===== config.mk =====
export PLATFORM = sky130hd
export DESIGN_NAME = frame_scan_ctrl
export DESIGN_NICKNAME = d
export VERILOG_FILES = /design/src/rtl/frame_scan_ctrl.sv
export SDC_FILE = /design/constraint.sdc
export NUM_CORES = 1
export LEC_CHECK = 0
export BUFFER_PORTS_ARGS = -buffer_cell sky130_fd_sc_hd__buf_2
export CAP_MARGIN = 30
export CORE_UTILIZATION = 54
export CTS_CLUSTER_SIZE = 40
export DETAILED_ROUTE_END_ITERATION = 10
export GPL_ROUTABILITY_DRIVEN = 0
export PLACE_DENSITY = 0.81
export SKIP_CTS_REPAIR_TIMING = 1
export SLEW_MARGIN = 20
export SYNTH_ARGS = -nofsm -noshare
export SYNTH_HDL_FRONTEND = slang
export SYNTH_SLANG_ARGS = --single-unit

===== constraint.sdc =====
create_clock -name clk -period 2 [get_ports clk]
set_input_delay 0.2 -clock clk [delete_from_list [all_inputs] [get_ports clk]]
set_output_delay 0.2 -clock clk [all_outputs]
set_load 0.03 [all_outputs]

===== src/rtl/frame_scan_ctrl.sv =====
// Frame scanner: walks a latched frame LSB-first through a 4-state parity engine
// and counts hits (P3 followed by a 1), tracking the index of the first hit.
module frame_scan_ctrl #(
  parameter int WIDTH = 16,
  parameter int CNT_W = 4
) (
  input  logic                       clk,
  input  logic                       reset,
  input  logic                       start,
  input  logic                       abort,
  input  logic [WIDTH-1:0]           frame_in,
  input  logic [$clog2(WIDTH):0]     len,
  output logic                       busy,
  output logic                       done,
  output logic [CNT_W-1:0]           hit_count,
  output logic                       any_hit,
  output logic [$clog2(WIDTH)-1:0]   first_hit_idx
);

  localparam int IW = $clog2(WIDTH);
  localparam int LW = IW + 1;
  localparam logic [LW-1:0] FULL_LEN = LW'(WIDTH);

  typedef enum logic [1:0] {S_IDLE, S_SHIFT, S_DONE} state_t;
  typedef enum logic [1:0] {P0, P1, P2, P3} par_t;

  state_t           state, state_d;
  par_t             pst;
  logic [IW-1:0]    idx;
  logic [LW-1:0]    len_q;
  logic [WIDTH-1:0] frame_q;

  logic             accept;
  logic             cur_bit;
  logic             last_bit;
  logic             hit;
  logic [LW-1:0]    eff_len;

  function automatic par_t par_next(input par_t p, input logic b);
    case (p)
      P0:      par_next = b ? P2 : P1;
      P1:      par_next = b ? P3 : P0;
      P2:      par_next = b ? P0 : P3;
      default: par_next = b ? P1 : P2;
    endcase
  endfunction

  function automatic logic [CNT_W-1:0] sat_inc(input logic [CNT_W-1:0] v);
    sat_inc = (&v) ? v : v + CNT_W'(1);
  endfunction

  assign eff_len  = ((len == '0) || (len > FULL_LEN)) ? FULL_LEN : len;
  assign accept   = (state == S_IDLE) && start && !abort;
  assign cur_bit  = frame_q[idx];
  assign last_bit = ({1'b0, idx} == (len_q - LW'(1)));
  assign hit      = (state == S_SHIFT) && (pst == P3) && cur_bit;

  assign busy = (state == S_SHIFT) || (state == S_DONE);
  // An abort or reset landing in the DONE cycle suppresses the pulse.
  assign done = (state == S_DONE) && !abort && !reset;

  always_comb begin
    state_d = state;
    case (state)
      S_IDLE:  if (start && !abort) state_d = S_SHIFT;
      S_SHIFT: begin
        if (abort)         state_d = S_IDLE;
        else if (last_bit) state_d = S_DONE;
      end
      default: state_d = S_IDLE;
    endcase
  end

  always_ff @(posedge clk) begin
    if (reset) state <= S_IDLE;
    else       state <= state_d;
  end

  always_ff @(posedge clk) begin
    if (reset) begin
      pst           <= P0;
      idx           <= '0;
      len_q         <= '0;
      frame_q       <= '0;
      hit_count     <= '0;
      any_hit       <= 1'b0;
      first_hit_idx <= '0;
    end else if (accept) begin
      pst           <= P0;
      idx           <= '0;
      len_q         <= eff_len;
      frame_q       <= frame_in;
      hit_count     <= '0;
      any_hit       <= 1'b0;
      first_hit_idx <= '0;
    end else if (state == S_SHIFT) begin
      // The bit under scan is consumed even when abort arrives in the same cycle.
      pst <= par_next(pst, cur_bit);
      idx <= idx + IW'(1);
      if (hit) begin
        hit_count <= sat_inc(hit_count);
        if (!any_hit) begin
          any_hit       <= 1'b1;
          first_hit_idx <= idx;
        end
      end
    end
  end

endmodule


Yosys cells after proc, flatten, opt, wreduce, memory -nomap -nowiden:

Index checks and enable logic that the tools add are counted.
Widths: inputs -> output; s select.

* $add $sub $neg: 3
* $lt $le $gt $ge: 2
* equal/unequal tests: 8
* multiplexer cells: 12
* bitwise gates (word level): 2
* reduce and logical (&&, ||, !) cells: 20

Operator list (count)
* $mux 2: 7
* $add 4x1->4 const B: 2
* $logic_and 1x1->1: 7
* $eq 2x2->1 const B: 3
* $pmux 2 s3: 1
* $reduce_and 3->1: 2
* $eq 4x5->1: 1
* $gt 5x5->1 const B: 1
* $logic_not 5->1: 1
* $lt 4x5->1 const B: 1
* $mux 5: 1
* $sub 5x1->5 const B: 1
* $bmux 1 s4: 1
* $eq 2x1->1 const B: 2
* $logic_not 2->1: 2
* $pmux 2 s2: 1
* $reduce_and 2->1: 2
* $reduce_and 4->1: 1
* $ne 3x3->1 const B: 1
* $logic_not 1->1: 2
* $logic_or 1x1->1: 2
* $ne 2x1->1 const B: 1
* $not 1->1: 2
* $reduce_or 2->1: 1
* $mux 1: 1

* register bits: 38
* bits of input ports: 25
* output and inout bits: 11
* logic and storage cells: 55

Longest topological paths before layout:

* depth in word-level cells: 5
* mapped depth: 8
* depth with buffers taken out: 7

Least setup slack after synthesis:

Ideal clock, no wire load.

* kind: flip-flop to flip-flop
* start point: register len_q[0]
* end point: register state[0]
* library setup time: 95 ps
* arrival: 1749 ps
* required time: 1905 ps
* path slack: 156 ps
* cell stages (with the launch flop): 8
* buffers on the path: 0
* clock period less this slack: 1844 ps
* cell sequence: dfxtp_1 -> inv_1 -> ha_1 -> and4bb_2 -> a22oi_1 -> a2111oi_0 -> o21ai_0 -> a221oi_1

* cells in the longest elaborated chain, start to end: 4

Ends and longest elaborated chain
* from (decl): RTL line 30 `logic [LW-1:0] len_q;`
* from (signal assigned): RTL line 91 `len_q <= eff_len;`
* $sub 5x1->5: RTL line 55 `assign last_bit = ({1'b0, idx} == (len_q - LW'(1)));`
* $eq 4x5->1: RTL line 55
* $ne 3x3->1 (no source line)
* $reduce_and 2->1 (no source line)
* to (signal assigned): RTL line 76 `else state <= state_d;`
* to (decl): RTL line 27 `state_t state, state_d;`

No other way between the ends.
A chain may end at the register's enable or synchronous reset.

Worst setup path after layout:

* start point: register len_q[1]
* end point: register state[0]

Same word-level chain as after synthesis.

==> run summary <==
- number of cells after detailed placement: 300
- iteration-0 DRC count of the detailed router: 59
- Final ANT Viol Nets: 0
- worst path cell trace: inv_1 -> ha_2 -> and4bb_2 -> a22oi_2 -> a2111oi_2 -> buf_4 -> o21ai_0 -> a221oi_1
- aggregate negative setup slack: 0 ns
- crit path time final: 1.911 ns
- routed length per placed instance: 12.03 um
- Critical Setup Path Class: reg2reg
- root buffer cell: clkbuf_4
- clock latency reported for the late side of the worst-skew pair: 0.35 ns
- placed cell area: 2133 um2
- number of diodes: 0
- Max-Cap Viols: 0
- final design utilization: 67.38%
- pin count of the biggest net entering global routing: 28
- Bufs on Longest Clock Path: 2
- slew at the pin with the worst max-slew slack: 0.7413 ns
- number of antenna violations at the first check in global routing: 0
- internal reg-to-reg setup slack: 0.09 ns
- overall power after layout: 1.401 mW
- worst-case setup margin in the final layout: 0.08865 ns
- clock-pin transition on the worst setup and hold timing paths: 0.10 ns
- Port-buffer cells: 35
- number of failing setup endpoints in the final timing report: 0
- nets@finish: 297
- core area: 3337 um2
- outcome: completed
- post-synthesis async set-or-reset flop share: 0%
- sum of routed wire length over all layers: 3753 um
- most numerous cell types in the synthesized netlist: 50 x nand2_1, 38 x dfxtp_1, 23 x a21oi_1
- Cell Rows: 21
- number of iterations in the first detailed-routing pass: 4
- share of final-layout standard cells stronger than drive strength 1: 25.56%
- critical path arrival: 2.18 ns
- total gr overflow: 0
- average instance area after synthesis: 8.462 um2
- starting utilization of the core area: 56.81%
- synthesized netlist cell count: 224
- Boundary Pins: 36
- via density per instance: 5.202
- minimum hold slack: 0.07249 ns
- capturing element type of the critical path: flip-flop
- cell with the largest stage delay on the worst path: a2111oi_2
- Die Y: 61.25 um
- number of synthesized register bits: 38
- Highest Clock Rate: 523.2 MHz
- area added between synthesis and finish: 18.61%
- normalized max-slew margin: 50.40%
- pre-CTS setup slack: 0.05913 ns
- total nets after synthesis: 256
- DP Wirelength: 2621 um
- most instantiated flip-flop cell in the synthesis netlist: dfxtp_1
- Final Hold Viols: 0
- wire length of the first global-routing pass: 5940 um
- Sink Count: 38
- top cell type by total area after synthesis: dfxtp_1
- Post-Route Skew: 0.006227 ns
- cell area after technology mapping: 1896 um2
- number of synthesized flops with an enable pin: 0
- horizontal extent of the die: 61.25 um
- Synth Warn #: 0
- P per Cell Area: 623.0 nW/um2
- die area: 3751 um2
- crit share post-route: 95.57%
- CTS H-tree depth: 2
- number of distinct library cells after synthesis: 37
- register area share after synthesis: 40.13%
- top cells by area in the synthesized netlist: dfxtp_1 40%, nand2_1 9.9%, mux2i_1 7.9%
- final std cells w/o fill: 312
- final routed DRC violation total: 0
- via count of the first global-routing pass: 1,395
- total track usage: 22.51%
- most common cell in the synthesized netlist: nand2_1
- critical path peak fanout: 4
- Data required, critical path: 2.27 ns
- clock tree from TritonCTS: yes
- Static Leak: 0.8786 nW
- share of the synthesized area in the top cell type: 40.13%
- final design area excluding fillers: 2248 um2
- min-delay worst type: in2reg
- startpoint type of the worst setup path: flip-flop
- total number of vias: 1,623
- stage delay of the slowest cell on the critical path: 0.42 ns
- clock buffer count from CTS: 5
- final count of pins violating max slew: 0
- worst voltage drop across the vdd grid: 0.0005028 V
## report_power, final
group	internal, mW	total, mW	switching [mW]
Sequential	0.781	0.796	0.0149
Clock	0.170	0.418	0.247
Combinational	0.0837	0.187	0.103
Total	1.04	1.40	0.365
## area by class of cell
type / count / area [um2]
Clock inverter: 1 / 5.005
Clock buffer: 7 / 55.05
Timing Repair Buffer: 45 / 260.3
Multi-Input combinational cell: 165 / 1069
Sequential cell: 38 / 764.5
Inverter: 10 / 37.54
Tap cell: 46 / 57.56
Fill cell: 291 / 1089
## worst max-delay path, delay by kind of cell, from the launching register on
family,cells,cell delay (ns)
and+or+nand+nor,1,0.24
adders and majority gates,1,0.20
AOI/OAI and AO/OA,4,0.82
DFF,1,0.34
buffers and inverters,2,0.23
## cells by family after synthesis
logic type               after synthesis  synth area share, %
AO/OA/AOI/OAI                         46                17.16
XOR/XNOR                               9                4.159
adder cells (fa/ha/maj)                7                4.620
buffers and inverters                 21                4.753
flip-flops                            38                40.13
multiplexers                          15                7.921
AND/OR/NAND/NOR                       88                21.25
## flip-flops by register name, indices dropped and copies added, names as in the netlist
register,count
frame_q,16
idx,4
hit_count,4
len_q,5
any_hit,1
state,2
first_hit_idx,4
pst,2
## layout by cell type, fill, tap and decap left out, types with 2 or more instances in the layout
cell      count
xnor2_1       7
a221oi_2      2
dfxtp_2       3
a211oi_1      4
nand2b_1      3
a22oi_1       2
xor2_1        2
ha_1          6
inv_1        10
o21ai_0       3
buf_2        36
dfxtp_1      35
nand2_2       2
nand3_1       3
a21oi_1      23
a22oi_2       2
buf_4         8
mux2i_1      14
and3_1        3
nor2b_1       3
nand2_1      50
clkbuf_4      5
nor2_1       12
nand3b_1      3
or3_1         3
a221oi_1      2
## per-layer routing
layer	up-vias	track usage [%]	wire, um
met4	0	10.06	69
met2	36	37.27	1780
met5	-	0	0
met1	728	26.04	1736
met3	7	8.193	167
li1	852	-	-
## worst paths after layout
path / to / start / depth (start not counted)
worst max-delay path: state[0] / len_q[1] / 8
worst min register to register: frame_q[6] / frame_q[6] / 2
worst min-delay path: frame_q[1] / frame_in[1] / 3
worst max register to register: state[0] / len_q[1] / 8
(Power assumes the default switching activity.)
